===== config.mk =====
export PLATFORM = sky130hd
export DESIGN_NAME = fetch_stage_flat
export DESIGN_NICKNAME = d
export VERILOG_FILES = /design/src/rtl/fetch_stage_pkg.sv /design/src/rtl/fetch_stage_if.sv /design/src/rtl/fetch_stage_npc_gen.sv /design/src/rtl/fetch_stage.sv /design/src/flat_wrapper.sv
export SDC_FILE = /design/constraint.sdc
export NUM_CORES = 1
export LEC_CHECK = 0
export CORE_UTILIZATION = 47
export DETAILED_ROUTE_END_ITERATION = 10
export HOLD_SLACK_MARGIN = 0.05
export PLACE_DENSITY = 0.88
export SLEW_MARGIN = 20
export SYNTH_ARGS = -nofsm -noshare
export SYNTH_HDL_FRONTEND = slang
export SYNTH_SLANG_ARGS = --single-unit

===== constraint.sdc =====
create_clock -name clk -period 3.1 [get_ports clk]
set_clock_uncertainty 0.1 [all_clocks]
set_input_delay 0.62 -clock clk [delete_from_list [all_inputs] [get_ports clk]]
set_output_delay 0.62 -clock clk [all_outputs]
set_load 0.01 [all_outputs]

===== src/rtl/fetch_stage_pkg.sv =====
// Shared constants and types for the instruction-fetch stage.
// The optional FETCH_ADEL_EN build uses EXCODE_ADEL to flag misaligned fetches.
package fetch_stage_pkg;

   localparam logic [31:0] BOOT_VECTOR     = 32'hbfc00000;
   localparam logic [31:0] EXC_VECTOR      = 32'hbfc00380;
   localparam logic [31:0] EXC_VECTOR_BEV0 = 32'h80000180;

   localparam int unsigned EXCODE_W    = 8;
   localparam int unsigned EXCODE_ADEL = 0;

   typedef enum logic [1:0] {
      StBoot = 2'd0,
      StRun  = 2'd1,
      StPend = 2'd2
   } fetch_state_e;

   function automatic logic is_misaligned(input logic [31:0] addr);
      return addr[1:0] != 2'b00;
   endfunction

endpackage


===== src/rtl/fetch_stage_if.sv =====
// Fetch/decode boundary: redirect inputs from decode and the fetch outputs it consumes.
// master = fetch (producer), slave = decode side.
interface fetch_stage_if;

   logic        stall;
   logic        flush;
   logic [31:0] flush_target;
   logic [31:0] pc_d;
   logic        branch;
   logic [31:0] imm_d;
   logic        jump;
   logic [25:0] instr_index;
   logic        jr;
   logic [31:0] jr_src;
   logic        next_is_in_slot;
   logic        inst_sram_en;
   logic [31:0] inst_sram_addr;
   logic [31:0] pc;
   logic        is_in_slot;
   logic [7:0]  fetch_excode;

   modport master (
      input  stall, flush, flush_target, pc_d, branch, imm_d, jump, instr_index, jr, jr_src,
             next_is_in_slot,
      output inst_sram_en, inst_sram_addr, pc, is_in_slot, fetch_excode
   );

   modport slave (
      output stall, flush, flush_target, pc_d, branch, imm_d, jump, instr_index, jr, jr_src,
             next_is_in_slot,
      input  inst_sram_en, inst_sram_addr, pc, is_in_slot, fetch_excode
   );

endinterface


===== src/rtl/fetch_stage_npc_gen.sv =====
// Next-PC generation: branch/jump target arithmetic and the redirect priority mux.
// Priority: flush > jr > jump > branch > sequential.
module fetch_stage_npc_gen (
   input  logic [31:0] pc_i,
   input  logic [31:0] pc_d_i,
   input  logic [31:0] imm_d_i,
   input  logic [25:0] instr_index_i,
   input  logic [31:0] jr_src_i,
   input  logic [31:0] flush_target_i,
   input  logic        flush_i,
   input  logic        jr_i,
   input  logic        jump_i,
   input  logic        branch_i,
   output logic [31:0] npc_o,
   output logic        redirect_o
);

   logic [31:0] pc_d_plus4;
   logic [31:0] btarget;
   logic [31:0] jtarget;

   assign pc_d_plus4 = pc_d_i + 32'd4;
   assign btarget    = pc_d_plus4 + (imm_d_i << 2);
   assign jtarget    = {pc_d_plus4[31:28], instr_index_i, 2'b00};

   // Flush is kept out of redirect_o: it bypasses the stall/pending path entirely.
   assign redirect_o = jr_i | jump_i | branch_i;

   always_comb begin
      npc_o = pc_i + 32'd4;
      if (flush_i) begin
         npc_o = flush_target_i;
      end else if (jr_i) begin
         npc_o = jr_src_i;
      end else if (jump_i) begin
         npc_o = jtarget;
      end else if (branch_i) begin
         npc_o = btarget;
      end
   end

endmodule


===== src/rtl/fetch_stage.sv =====
// Instruction-fetch stage: owns the PC, drives the instruction SRAM and holds stalled redirects.
// Optional macro FETCH_ADEL_EN enables the misaligned-fetch (AdEL) check.
module fetch_stage
   import fetch_stage_pkg::*;
#(
   parameter logic [31:0] RESET_PC = BOOT_VECTOR,
   parameter int unsigned PC_W     = 32
) (
   input  logic          clk,
   input  logic          reset,
   fetch_stage_if.master bus
);

   fetch_state_e    state_q, state_d;
   logic [PC_W-1:0] fetch_pc_q, fetch_pc_d;
   logic [PC_W-1:0] pend_target_q, pend_target_d;
   logic            pend_valid_q, pend_valid_d;
   logic            en_q, en_d;
   logic            slot_q, slot_d;
   logic [31:0]     npc;
   logic            redirect;

   fetch_stage_npc_gen u_npc_gen (
      .pc_i           (fetch_pc_q),
      .pc_d_i         (bus.pc_d),
      .imm_d_i        (bus.imm_d),
      .instr_index_i  (bus.instr_index),
      .jr_src_i       (bus.jr_src),
      .flush_target_i (bus.flush_target),
      .flush_i        (bus.flush),
      .jr_i           (bus.jr),
      .jump_i         (bus.jump),
      .branch_i       (bus.branch),
      .npc_o          (npc),
      .redirect_o     (redirect)
   );

   always_ff @(posedge clk or posedge reset) begin
      if (reset) begin
         state_q       <= StBoot;
         fetch_pc_q    <= RESET_PC;
         pend_target_q <= '0;
         pend_valid_q  <= 1'b0;
         en_q          <= 1'b0;
         slot_q        <= 1'b0;
      end else begin
         state_q       <= state_d;
         fetch_pc_q    <= fetch_pc_d;
         pend_target_q <= pend_target_d;
         pend_valid_q  <= pend_valid_d;
         en_q          <= en_d;
         slot_q        <= slot_d;
      end
   end

   always_comb begin
      state_d       = state_q;
      fetch_pc_d    = fetch_pc_q;
      pend_target_d = pend_target_q;
      pend_valid_d  = pend_valid_q;
      en_d          = en_q;
      slot_d        = slot_q;
      if (bus.flush) begin
         // Decode squashes the in-flight word itself, so fetch keeps en high.
         state_d      = StRun;
         fetch_pc_d   = bus.flush_target;
         pend_valid_d = 1'b0;
         slot_d       = 1'b0;
         en_d         = 1'b1;
      end else begin
         unique case (state_q)
            StBoot: begin
               state_d = StRun;
               en_d    = 1'b1;
            end
            StRun: begin
               if (!bus.stall) begin
                  fetch_pc_d = npc;
                  slot_d     = bus.next_is_in_slot;
               end else if (redirect) begin
                  // Latch the target now; forwarded operands may change before the stall ends.
                  state_d       = StPend;
                  pend_target_d = npc;
                  pend_valid_d  = 1'b1;
               end
            end
            StPend: begin
               if (!bus.stall) begin
                  state_d      = StRun;
                  pend_valid_d = 1'b0;
                  slot_d       = 1'b0;
                  if (pend_valid_q) begin
                     fetch_pc_d = pend_target_q;
                  end
               end
            end
            default: begin
               state_d = StBoot;
               en_d    = 1'b0;
            end
         endcase
      end
   end

   assign bus.pc             = fetch_pc_q;
   assign bus.inst_sram_addr = fetch_pc_q;
   assign bus.is_in_slot     = slot_q;

`ifdef FETCH_ADEL_EN
   logic misaligned;

   assign misaligned = en_q & is_misaligned(fetch_pc_q);

   always_comb begin
      bus.fetch_excode              = '0;
      bus.fetch_excode[EXCODE_ADEL] = misaligned;
      bus.inst_sram_en              = en_q & ~misaligned;
   end
`else
   assign bus.fetch_excode = '0;
   assign bus.inst_sram_en = en_q;
`endif

endmodule

===== src/flat_wrapper.sv =====
// flat-port wrapper written by rule: the top's interface ports become plain ports
module fetch_stage_flat import fetch_stage_pkg::*;
#(
   parameter logic [31:0] RESET_PC = BOOT_VECTOR,
   parameter int unsigned PC_W     = 32
)
  (clk, reset, bus_stall, bus_flush, bus_flush_target, bus_pc_d, bus_branch, bus_imm_d, bus_jump, bus_instr_index, bus_jr, bus_jr_src, bus_next_is_in_slot, bus_inst_sram_en, bus_inst_sram_addr, bus_pc, bus_is_in_slot, bus_fetch_excode);
  fetch_stage_if bus_i ();
  input  logic clk;
  input  logic reset;
  input wire logic [$bits(bus_i.stall)-1:0] bus_stall;
  input wire logic [$bits(bus_i.flush)-1:0] bus_flush;
  input wire logic [$bits(bus_i.flush_target)-1:0] bus_flush_target;
  input wire logic [$bits(bus_i.pc_d)-1:0] bus_pc_d;
  input wire logic [$bits(bus_i.branch)-1:0] bus_branch;
  input wire logic [$bits(bus_i.imm_d)-1:0] bus_imm_d;
  input wire logic [$bits(bus_i.jump)-1:0] bus_jump;
  input wire logic [$bits(bus_i.instr_index)-1:0] bus_instr_index;
  input wire logic [$bits(bus_i.jr)-1:0] bus_jr;
  input wire logic [$bits(bus_i.jr_src)-1:0] bus_jr_src;
  input wire logic [$bits(bus_i.next_is_in_slot)-1:0] bus_next_is_in_slot;
  output wire logic [$bits(bus_i.inst_sram_en)-1:0] bus_inst_sram_en;
  output wire logic [$bits(bus_i.inst_sram_addr)-1:0] bus_inst_sram_addr;
  output wire logic [$bits(bus_i.pc)-1:0] bus_pc;
  output wire logic [$bits(bus_i.is_in_slot)-1:0] bus_is_in_slot;
  output wire logic [$bits(bus_i.fetch_excode)-1:0] bus_fetch_excode;
  assign bus_i.stall = bus_stall;
  assign bus_i.flush = bus_flush;
  assign bus_i.flush_target = bus_flush_target;
  assign bus_i.pc_d = bus_pc_d;
  assign bus_i.branch = bus_branch;
  assign bus_i.imm_d = bus_imm_d;
  assign bus_i.jump = bus_jump;
  assign bus_i.instr_index = bus_instr_index;
  assign bus_i.jr = bus_jr;
  assign bus_i.jr_src = bus_jr_src;
  assign bus_i.next_is_in_slot = bus_next_is_in_slot;
  assign bus_inst_sram_en = bus_i.inst_sram_en;
  assign bus_inst_sram_addr = bus_i.inst_sram_addr;
  assign bus_pc = bus_i.pc;
  assign bus_is_in_slot = bus_i.is_in_slot;
  assign bus_fetch_excode = bus_i.fetch_excode;
  fetch_stage #(.RESET_PC(RESET_PC), .PC_W(PC_W)) u_core (.clk(clk), .reset(reset), .bus(bus_i));
endmodule

==> results of run 1 <==
what timing repair did:
item	in CTS
pin swaps	111
gates resized for setup	199
endpoints found under the setup margin	51
buffers inserted	32
metal layers:
| metal | overflow | track usage [%] |
|---|---|---|
| met1 | 0 | 61.77 |
| met2 | 1 | 81.67 |
| met3 | 0 | 45.47 |
| met4 | 4 | 59.97 |
| met5 | 0 | 17.36 |
kinds of logic after synthesis:
kind of cell,synth area share [%]
other,0.05363
multiplexers,2.308
adder cells (fa/ha/maj),7.443
buffers and inverters,8.392
AND/OR/NAND/NOR,20.84
flip-flops,24.85
AO/OA/AOI/OAI,26.34
XOR/XNOR,9.769
per-stage QoR:
stage / util [%] / hold WS, ps
2_1_floorplan: - / 340.5
3_3_place_gp: 71.28 / 353.5
3_5_place_dp: 71.28 / 363.2
4_1_cts: 78.30 / 376.6
==> metrics.cfg, run 1 <==
[die]
die_height_um = 124.0
die_w_um = 124.0
initial_core_util_pct = 48.11
ios = 236
rows = 44

[outcome]
lastStage = global routing (5_1_grt)
status = aborted with a tool error
error = [ERROR GRT-0232] Routing congestion too high. Check the congestion heatmap in the GUI.

[place]
placed_area_mm2 = 0.01036
post-dp-hpwl_mm = 19.79
dp_slack_ps = -1377
dp.cells = 1413
portBuffers = 225
routabilityCongestion = 0.9239

[clock_network]
cts_hold_buf = 0
cts_buffer_depth = 2
htree_num_levels = 3
cts-root-buf = clkbuf_16
cts.sinks = 69
cts_buffers = 9

[synth]
avgSynthCellArea_um2 = 7.601
synth_top_cells_by_count = nand2_1 (121), nor2_1 (86), o21ai_0 (69), a21oi_1 (68), dfrtp_1 (60)
synth.area.top_cells = dfrtp_1 (21%), ha_1 (7.2%), nand2_1 (6.5%), xnor2_1 (6.4%), o21ai_0 (4.9%)
async_flop_share_pct = 100.0
synth_edf_count = 0
synthMostInstantiatedCell = nand2_1
synth_cell_types = 69
synth_seq_cells = 69
synth_area_mm2 = 0.006993
ys_seq_area_share_pct = 24.85
synth_top_area_cell = dfrtp_1
synth-main-ff-cell = dfrtp_1
synth_top_area_share_pct = 21.47
yosys_warnings = 0
syn_inst = 920

[timing]
worstEndpointType = sequential cell input
grt-worst-endpoint = u_core.bus.inst_sram_addr[30]$_DFFE_PP0P_/D

[global_routing]
grt_usage_pct = 62.41
grt_start_max_net_pins = 70
grt_overflow_total = 5

==> run 2, diff against run 1 <==
--- a/config.mk
+++ b/config.mk
@@ -5,10 +5,9 @@
 export SDC_FILE = /design/constraint.sdc
 export NUM_CORES = 1
 export LEC_CHECK = 0
-export CORE_UTILIZATION = 47
+export CORE_UTILIZATION = 40
 export DETAILED_ROUTE_END_ITERATION = 10
-export HOLD_SLACK_MARGIN = 0.05
-export PLACE_DENSITY = 0.88
+export PLACE_DENSITY_LB_ADDON = 0.15
 export SLEW_MARGIN = 20
 export SYNTH_ARGS = -nofsm -noshare
 export SYNTH_HDL_FRONTEND = slang
==> run 2 against run 1 <==
  * The flow now finishes, with violations (setup timing)
  * Area after synthesis did not move
  * Synthesized cell count is the same
==> metrics.cfg, run 2 <==
[outcome]
status = finished with violations
violations = setup timing

[die]
initial_core_util_pct = 41.58  ; -6.5 points
core_mm2 = 0.01682
die_area_mm2 = 0.01802
ios = 236  ; unchanged
rows = 47  ; +6.8%
die_w_um = 134.2  ; +8.3%
die_height_um = 134.2  ; +8.3%

[route]
viasPerCell = 5.627
wl_per_cell_um = 18.72
ant_nets = 0
drt_wl_total_mm = 28.49
remaining_drc_errors = 0
drt_first_pass_iters = 5
vias = 8564
drtIter0Drc = 700

[timing]
finalMaxSlewViolations = 0
max_slew_margin_pct = 33.23
setup_violations = 42
fmax_mhz = 268.2
layout_min_cycle_time_ps = 3728
rsz0062_at_grt = true
worst_pin_slew_ps = 993.8
setup_ws_ps = -628.3
hold_viol = 0
post-route-period-util_pct = 120.3

[synth]
synth_seq_cells = 69  ; unchanged
synth_xor_area_share_pct = 9.769  ; unchanged
syn_inst = 920  ; unchanged
yosys.area_share.adder_pct = 7.443  ; unchanged
async_flop_share_pct = 100.0  ; unchanged
synth_top_family_by_area = compound AO/OA/AOI/OAI gates
synthSimpleGateAreaFrac_pct = 20.84  ; unchanged
synth_area_mm2 = 0.006993  ; unchanged
yosys_warnings = 0  ; unchanged
avgSynthCellArea_um2 = 7.601  ; unchanged
synth_edf_count = 0  ; unchanged
synthMostInstantiatedCell = nand2_1
ys_seq_area_share_pct = 24.85  ; unchanged
synth-main-ff-cell = dfrtp_1
synth_cell_types = 69  ; unchanged
synth_top_area_cell = dfrtp_1
synth_compound_area_share_pct = 26.34  ; unchanged
synth_top_cells_by_count = nand2_1 (121), nor2_1 (86), o21ai_0 (69), a21oi_1 (68), dfrtp_1 (60)
synth_top_area_share_pct = 21.47  ; unchanged
synth_mux_area_share_pct = 2.308  ; unchanged
synth.area.top_cells = dfrtp_1 (21%), ha_1 (7.2%), nand2_1 (6.5%), xnor2_1 (6.4%), o21ai_0 (4.9%)

[final_layout]
nets = 1499
final_cell_mix = clkdlybuf4s50_1 (204), buf_4 (197), nand2_1 (109), nor2_1 (81), dfrtp_1 (60)
area_growth_pct = 72.82
layout-drive-gt1-share_pct = 33.28
final_common_cell = clkdlybuf4s50_1
fin_cells = 1522

[worst_setup_path]
cp.required_ps = 3270
arrival_ps = 3900
endpoint_kind = flip-flop
cp_slowest_cell = clkdlybuf4s50_1
path_class = primary input to flip-flop
cp_max_fo = 3
startpoint_type = primary input
slowest_delay_ps = 510
crit_path_cell_trace = clkdlybuf4s50_1, nand4_1, nor2_2, nand3_1, nor2_2, xor2_2, ha_1, a21o_1, a21oi_1, inv_1, a21oi_2, o22ai_2, a211o_1, a221o_1, a211o_1, a31o_1

[clock_network]
cts_buffer_depth = 2  ; unchanged
insertion_delay_ps = 340
cts_buffers = 9  ; unchanged
cts.sinks = 69  ; unchanged
cts_tree = yes
path_clk_slew_ps = 60
cts-root-buf = clkbuf_16
htree_num_levels = 3  ; unchanged
cts_hold_buf = 0  ; unchanged

[place]
portBuffers = 225  ; unchanged
dp.cells = 1460  ; +3.3%
dp_slack_ps = -1376  ; +0.8800 ps
post-dp-hpwl_mm = 20.58  ; +4.0%
routabilityCongestion = 0.8919  ; -3.5%

[global_routing]
grt_pass1_wl_mm = 42.64
first_global_vias = 8361
grt_usage_pct = 30.28
antenna_found_initial = 1
grt_start_max_net_pins = 62
grt_overflow_total = 0

[job]
maxCapViolations = 0

[power_and_ir_drop]
powerDensity_mw_per_mm2 = 438.8
ir_drop_uv = 417.7
power.leakage_nw = 5.192

[hold_path]
min_path_type = flip-flop to flip-flop

## run 2: path summary, 6_finish.rpt
| path | from | to | slack, ps | cells past startpoint |
|---|---|---|---|---|
| hold reg to reg | u_core.pend_target_q[13] | u_core.pend_target_q[13] | 380 | 2 |
| hold / removal | u_core.pend_target_q[13] | u_core.pend_target_q[13] | 380 | 2 |
| setup / recovery | bus_pc_d[21] | u_core.bus.inst_sram_addr[31] | -630 | 16 |
| min in group asynchronous | reset | u_core.state_q[1] | 410 | 2 |
| setup reg to reg | u_core.bus.inst_sram_addr[7] | u_core.bus.inst_sram_addr[31] | 300 | 8 |
| max in group asynchronous | reset | u_core.bus.inst_sram_addr[22] | 1840 | 3 |
## run 2: timing repair
action,in CTS,in global routing
endpoints found under the setup margin,51,52
resized for setup,193,83
gates cloned,0,0
pin swaps,126,83
buffers inserted,40,21
## run 2: report_power, final
part | switching (mW) | internal [mW] | leakage [nW]
logic | 1.24 | 1.38 | 4.21
clock network | 0.400 | 0.806 | 0.165
registers | 0.270 | 1.20 | 0.817
## run 2: layout make-up
type / count / area (um^2)
Inverter: 23 / 86.33
Fill cell: 1354 / 4733
Timing Repair Buffer: 446 / 3984
Antenna cell: 1 / 2.502
Sequential cell: 69 / 1738
Tap cell: 220 / 275.3
Multi-Input combinational cell: 747 / 5650
Clock inverter: 6 / 110.1
Clock buffer: 10 / 239.0
## run 2: through the flow
| stage | utilization, % | total power [mW] | TNS, ps | hold slack, ps | instance area [um^2] |
|---|---|---|---|---|---|
| final | 71.86 | 5.303 | -13170 | 375.9 | 12090 |
| after global placement | 62.43 | 3.709 | -47120 | 354.9 | 10500 |
| after floorplan | - | 2.657 | -5951 | 340.5 | 7161 |
| after detailed placement | 62.43 | 3.745 | -49740 | 363.7 | 10500 |
| after global routing | 71.86 | 5.576 | -19480 | 400.2 | 12090 |
| after CTS | 69.03 | 5.136 | -9259 | 377.0 | 11610 |
## run 2: metal layers
layer	routed length, um	vias up	GRT usage (%)	share of wire, %
met3	2161	59	4.837	7.6
met5	0	-	0	0
li1	-	4020	-	-
met1	11210	4084	37.07	39
met2	14290	401	54.12	50
met4	827	0	9.363	2.9
## run 2: worst max-delay path, delay by kind of cell
kind / cells / cell delay [ps]
compound gates: 8 / 1680
buf+inv: 2 / 590
simple gates: 4 / 590
fa+ha+maj: 1 / 260
xor+xnor: 1 / 170
## run 2: logic make-up after synthesis
| logic type | after synthesis |
|---|---|
| other cells | 1 |
| fa+ha+maj | 41 |
| mux | 16 |
| simple gates | 321 |
| flops | 69 |
| compound gates | 283 |
| buf+inv | 111 |
| xor+xnor | 78 |
Power figures use the tool's default switching activity.
==> run 3, diff against run 2 <==
--- a/config.mk
+++ b/config.mk
@@ -5,6 +5,7 @@
 export SDC_FILE = /design/constraint.sdc
 export NUM_CORES = 1
 export LEC_CHECK = 0
+export ABC_AREA = 1
 export CORE_UTILIZATION = 40
 export DETAILED_ROUTE_END_ITERATION = 10
 export PLACE_DENSITY_LB_ADDON = 0.15
==> run 3 against run 2 <==
  * The flow still finishes with violations (setup timing)
  * Non-clock buffer count decreased by 41
  * Flip-flop and latch count did not move
  * Count of clock-buffer cells in the layout fell by 1
  * Register-to-register slack better by 400 ps
  * Global-route usage grew 0.62 points
  * Largest cell class unchanged
==> metrics.cfg, run 3 <==
[final_layout]
final_common_cell = nand2_1
nets = 1935  ; +29%
final_util_pct = 65.03  ; -6.8 points
finalInstanceArea_mm2 = 0.01320  ; +9.2%
layout-drive-gt1-share_pct = 27.30  ; -6.0 points
fin_cells = 2006  ; +32%
diodes = 0  ; -1
final_cell_mix = nand2_1 (439), clkdlybuf4s50_1 (197), buf_4 (165), inv_1 (160), nand3_1 (92)
nFillCells = 1852  ; +37%
area_growth_pct = 59.15

[route]
remaining_drc_errors = 0  ; unchanged
ant_nets = 0  ; unchanged
drt_first_pass_iters = 5  ; unchanged
drtIter0Drc = 686  ; -2.0%
vias = 10441  ; +22%
wl_per_cell_um = 17.18  ; -8.2%
drt_wl_total_mm = 34.46  ; +21%
viasPerCell = 5.205  ; -7.5%

[place]
routabilityCongestion = 0.9985  ; +12%
post-dp-hpwl_mm = 25.57  ; +24%
portBuffers = 225  ; unchanged
placed_area_mm2 = 0.01160  ; +10%
dp.cells = 1958  ; +34%

[timing]
final.setup.tns_ps = -2716  ; +10,450 ps
fmax_mhz = 301.5  ; +12%
max_slew_margin_pct = 56.47  ; +23 points
setup_violations = 23  ; -45%
finalMaxSlewViolations = 0  ; unchanged
worst_pin_slew_ps = 652.0  ; -341.8 ps
post-route-period-util_pct = 107.0  ; -13 points
layout_min_cycle_time_ps = 3317  ; -411.8 ps
rsz0062_at_grt = true
setup_ws_ps = -216.5  ; +411.8 ps
hold_viol = 0  ; unchanged

[clock_network]
cts-root-buf = clkbuf_16
htree_num_levels = 3  ; unchanged
cts_buffers = 9  ; unchanged
path_clk_slew_ps = 60  ; about the same
cts.sinks = 69  ; unchanged
insertion_delay_ps = 350  ; about the same
cts_tree = yes
cts_buffer_depth = 2  ; unchanged
cts_hold_buf = 0  ; unchanged

[global_routing]
grt_pass1_wl_mm = 51.95  ; +22%
first_global_vias = 10116  ; +21%
grt_start_max_net_pins = 65  ; +4.8%
grt_usage_pct = 30.90  ; +0.62 points
grt_overflow_total = 0  ; unchanged
antenna_found_initial = 0  ; -1

[synth]
synth_area_mm2 = 0.008294  ; +19%
synth.area.top_cells = nand2_1 (24%), dfrtp_1 (18%), inv_1 (8.1%), nand3_1 (6.6%), ha_1 (6.0%)
yosys_warnings = 0  ; unchanged
synthMostInstantiatedCell = nand2_1
synth_cell_types = 52  ; -25%
async_flop_share_pct = 100.0  ; unchanged
synth_edf_count = 0  ; unchanged
synth-main-ff-cell = dfrtp_1
synth_top_area_cell = nand2_1
synth_seq_cells = 69  ; unchanged
avgSynthCellArea_um2 = 5.976  ; -21%
syn_inst = 1388  ; +51%
synth_top_area_share_pct = 23.62  ; +2.2 points
synth_top_cells_by_count = nand2_1 (522), inv_1 (179), nor2_1 (117), nand3_1 (110), dfrtp_1 (60)
ys_seq_area_share_pct = 20.95  ; -3.9 points

[die]
die_height_um = 146  ; +8.8%
rows = 52  ; +11%
ios = 236  ; unchanged
core_mm2 = 0.02030  ; +21%
die_w_um = 146  ; +8.8%
die_area_mm2 = 0.02132  ; +18%
initial_core_util_pct = 40.86  ; -0.72 points

[worst_setup_path]
startpoint_type = primary input
endpoint_kind = flip-flop
cp_max_fo = 3  ; unchanged
arrival_ps = 3490  ; -410 ps
cp.required_ps = 3270  ; about the same
path_class = primary input to flip-flop

[job]
maxCapViolations = 0  ; unchanged

[hold_path]
min_path_type = flip-flop to flip-flop

[power_and_ir_drop]
total_power_mw = 7.075  ; +33%
power.leakage_nw = 6.506  ; +25%
powerDensity_mw_per_mm2 = 536.0  ; +22%
ir_drop_uv = 436.4  ; +4.5%

[outcome]
violations = setup timing
status = finished with violations

-- run 3: cell count changes in the layout (fill, tap and decap cells not counted), sizes merged, moves of 15 or more --
cell	previous run	this run
nand2	123	529
inv	23	181
nand3	31	113
buf	240	194
o21ai	79	38
nor2	87	127
xnor2	51	11
a221oi	4	32
a21oi	72	48
a211oi	15	0
mux2i	15	0
-- run 3: metrics by stage --
stage / setup slack (ps) / hold slack [ps]
after detailed placement: -1181 / 365.7
final: -216.5 / 379.8
after CTS: -230.7 / 381.3
after global placement: -1088 / 361.0
after floorplan: 0.2007 / 342.4
after global routing: -430.9 / 405.9
-- run 3: timing repair --
item,4_1_cts,5_1_grt
gates resized for setup,192,167
pin swaps,66,92
setup endpoints to repair,52,45
setup buffers,24,11
-- run 3: cells by family (layout without fill, tap and decap cells) --
kind of cell	after synthesis	after routing	synth area share (%)
AND/OR/NAND/NOR	820	820	41.79
adder cells (fa/ha/maj)	41	41	6.275
AO/OA/AOI/OAI	165	165	13.06
other	1	8	0.04521
XOR/XNOR	32	32	3.379
buffers and inverters	260	601	14.50
flip-flops	69	69	20.95
-- run 3: cell type report --
type | instances | area (um^2) | share of cell area (%)
clock buffer | 9 | 225.2 | 1.706
clock inverter | 6 | 88.84 | 0.6730
inverter | 181 | 681.9 | 5.166
multi-input combinational | 1066 | 6485 | 49.13
sequential | 69 | 1738 | 13.17
tap | 270 | 337.8 | 2.559
timing repair buffer | 405 | 3643 | 27.60
-- run 3: metal layers --
layer	global-route usage [%]	wire length (um)
met5	0	0
met4	15.21	1537
met3	3.386	1971
met2	51.91	16620
met1	39.43	14330
-- run 3: path summary, 6_finish.rpt --
check                           cells after the start  slack [ps]                             to                    startpoint
worst max-delay path                               28        -220  u_core.bus.inst_sram_addr[31]                  bus_pc_d[13]
worst min-delay path                                2         380       u_core.pend_target_q[30]      u_core.pend_target_q[30]
worst max register to register                     16         700       u_core.pend_target_q[26]  u_core.bus.inst_sram_addr[2]
worst min register to register                      2         380       u_core.pend_target_q[30]      u_core.pend_target_q[30]
max in group asynchronous                           3        1590  u_core.bus.inst_sram_addr[31]                         reset
min in group asynchronous                           2         580        u_core.bus.inst_sram_en                         reset
-- run 3: worst max-delay path: stages --
cell and delay (ps):
buf_8 80, nand2_4 50, nor3_4 190, buf_4 130
buf_4 90, buf_4 100, buf_4 90, buf_4 90
buf_4 100, nand2_2 60, nor2_4 110, nand3_2 90
nand2_2 90, nand2_4 80, ha_4 300, nand2_4 60
nor3_4 290, buf_6 150, a21oi_4 60, nand2_2 90
a21oi_2 30, nand2_1 50, nand3_1 70, nand2_1 80
nand2_2 60, nand2_2 60, nand2_1 50, a21oi_1 130
-- run 3: report_power, final --
part | leakage [nW] | switching [mW] | total (mW) | internal, mW
Sequential | 0.820 | 0.567 | 1.94 | 1.37
Clock | 0.147 | 0.426 | 1.13 | 0.700
Combinational | 5.54 | 2.12 | 4.01 | 1.89
Total | 6.51 | 3.11 | 7.08 | 3.96
==> run 4, diff against run 3 <==
--- a/config.mk
+++ b/config.mk
@@ -6,6 +6,7 @@
 export NUM_CORES = 1
 export LEC_CHECK = 0
 export ABC_AREA = 1
+export CORE_MARGIN = 4
 export CORE_UTILIZATION = 40
 export DETAILED_ROUTE_END_ITERATION = 10
 export PLACE_DENSITY_LB_ADDON = 0.15
==> run 4 against run 3 <==
  * Cell area shrank 0.34%
  * The flow still finishes with violations (setup timing)
  * Via count shrank 0.79%
  * Count of clock-buffer cells in the layout is 1 higher
  * Combinational power is essentially flat
  * Power down 1.2%
  * Die area is 8.4% higher
  * First-iteration DRC count is 3.2% lower
  * Largest power group unchanged
  * Non-clock buffer count rose by 8
  * Critical path depth is 2 lower
  * Fmax about the same
==> metrics.cfg, run 4 (synthesis results as in run 3) <==
[hold_path]
hp-start = u_core.pend_target_q[0]
min_path_cells = 2  ; unchanged
worstHoldEndpoint = u_core.pend_target_q[0]
min_path_type = flip-flop to flip-flop

[timing]
layout_min_cycle_time_ps = 3315  ; -1.787 ps
max_slew_margin_pct = 55.54  ; -0.92 points
hold_viol = 0  ; unchanged
finalMaxSlewViolations = 0  ; unchanged
hold-worst-slack_ps = 377.7  ; -2.157 ps
setup_violations = 24  ; +4.3%
fmax_mhz = 301.7  ; about the same
post-route-period-util_pct = 106.9  ; about the same
worst_pin_slew_ps = 665.9  ; +13.82 ps
final.setup.tns_ps = -2776  ; -59.56 ps
setup_ws_ps = -214.7  ; +1.787 ps
rsz0062_at_grt = true

[power_and_ir_drop]
total_power_mw = 6.987  ; -1.2%
ir_drop_uv = 556.3  ; +27%
power.leakage_nw = 6.533  ; +0.42%
powerDensity_mw_per_mm2 = 531.1  ; -0.91%

[worst_setup_path]
reg2reg_from = u_core.bus.inst_sram_addr[2]
cp_max_fo = 4  ; +1
startpoint_type = primary input
path_class = primary input to flip-flop
endpoint_kind = flip-flop
cp.required_ps = 3270  ; about the same
arrival_ps = 3490  ; about the same
reg2regPathDepth = 16  ; unchanged
r2r_end = u_core.pend_target_q[26]
r2r_slack_ps = 650  ; -50 ps
cp_slowest_cell = ha_2
worst_path_most_repeated_cell = nand2_1
slowest_delay_ps = 330  ; +30 ps

[clock_network]
insertion_delay_ps = 340  ; about the same
cts.sinks = 69  ; unchanged
cts_buffer_depth = 2  ; unchanged
cts_tree = yes
path_clk_slew_ps = 60  ; about the same
cts-root-buf = clkbuf_16
htree_num_levels = 3  ; unchanged
cts_buffers = 9  ; unchanged
cts_hold_buf = 0  ; unchanged

[global_routing]
grt_pass1_wl_mm = 53.10  ; +2.2%
grt_start_max_net_pins = 41  ; -37%
grt_overflow_total = 0  ; unchanged
antenna_found_initial = 0  ; unchanged
first_global_vias = 10199  ; +0.82%
grt_usage_pct = 28.04  ; -2.9 points

[route]
vias = 10358  ; -0.79%
viasPerCell = 5.140  ; -1.2%
drt_first_pass_iters = 6  ; +1
wl_per_cell_um = 17.03  ; -0.90%
drtIter0Drc = 664  ; -3.2%
drt_wl_total_mm = 34.31  ; -0.45%
ant_nets = 0  ; unchanged
remaining_drc_errors = 0  ; unchanged

[final_layout]
nets = 1943  ; +0.41%
final_cell_mix = nand2_1 (446), clkdlybuf4s50_1 (200), buf_4 (181), inv_1 (162), nor2_1 (83)
nFillCells = 1884  ; +1.7%
diodes = 0  ; unchanged
area_growth_pct = 58.61
final_common_cell = nand2_1
layout-drive-gt1-share_pct = 26.93  ; -0.37 points

[outcome]
status = finished with violations
violations = setup timing

[die]
core_mm2 = 0.02030  ; unchanged
die_height_um = 152  ; +4.1%
die_area_mm2 = 0.02310  ; +8.4%
rows = 52  ; unchanged
initial_core_util_pct = 40.86  ; unchanged
die_w_um = 152  ; +4.1%
ios = 236  ; unchanged

[place]
portBuffers = 225  ; unchanged
post-dp-hpwl_mm = 26.36  ; +3.1%
routabilityCongestion = 0.9517  ; -4.7%
dp_slack_ps = -1022  ; +158.5 ps

[job]
maxCapViolations = 0  ; unchanged

## run 4: how the worst max path moves through the flow
stage	from	end	slack [ps]	depth (start not counted)
after floorplan	bus_pc_d[14]	u_core.pend_target_q[31]	0.2	26
after global placement	bus_pc_d[2]	u_core.bus.inst_sram_addr[31]	-960	26
after CTS	bus_pc_d[12]	u_core.bus.inst_sram_addr[31]	-250	27
after detailed placement	bus_pc_d[3]	u_core.bus.inst_sram_addr[31]	-1020	26
after global routing	bus_pc_d[3]	u_core.bus.inst_sram_addr[30]	-410	26
final	bus_pc_d[3]	u_core.bus.inst_sram_addr[30]	-210	26
## run 4: power breakdown
group	internal, mW	total (mW)	switching, mW
logic	1.89	3.99	2.10
registers	1.37	1.93	0.557
clock network	0.631	1.07	0.438
total	3.90	6.99	3.09
## run 4: final cells by class
cell class	count	area, um^2	share of cell area [%]
clock inverter	6	71.32	0.5421
inverter	181	686.9	5.222
timing repair buffer	413	3724	28.31
multi-input combinational	1066	6369	48.41
sequential	69	1738	13.21
clock buffer	10	229.0	1.741
tap	270	337.8	2.568
## run 4: what timing repair did
item                       4_1_cts  5_1_grt
gates resized for setup        176      164
cloned                           0        0
pin swaps                       77       93
buffers inserted                25       20
setup endpoints to repair       50       45
## run 4: stage by stage
stage / cells / area (um^2) / util [%]
after floorplan: 1395 / 8387 / -
after global placement: 1954 / 11560 / 56.93
after detailed placement: 1954 / 11560 / 56.93
after CTS: 1995 / 12430 / 61.22
after global routing: 2015 / 13160 / 64.81
final: 2015 / 13160 / 64.81
## run 4: metal layers
metal	global-route usage [%]	wire [um]	part of all wire [%]	vias to the layer above
li1	-	-	-	5110
met1	36.62	14600	43	4760
met2	47.31	16410	48	418
met3	4.778	2125	6.2	70
met4	9.075	1176	3.4	0
met5	0	0	0	-
## run 4: worst max-delay path: cells and delay by family
kind                       cells  cell delay [ps]
and+or+nand+nor               15             1350
adders and majority gates      2              470
buffers and inverters          6              560
xor gates and xnor gates       1              140
AOI/OAI and AO/OA              2              310
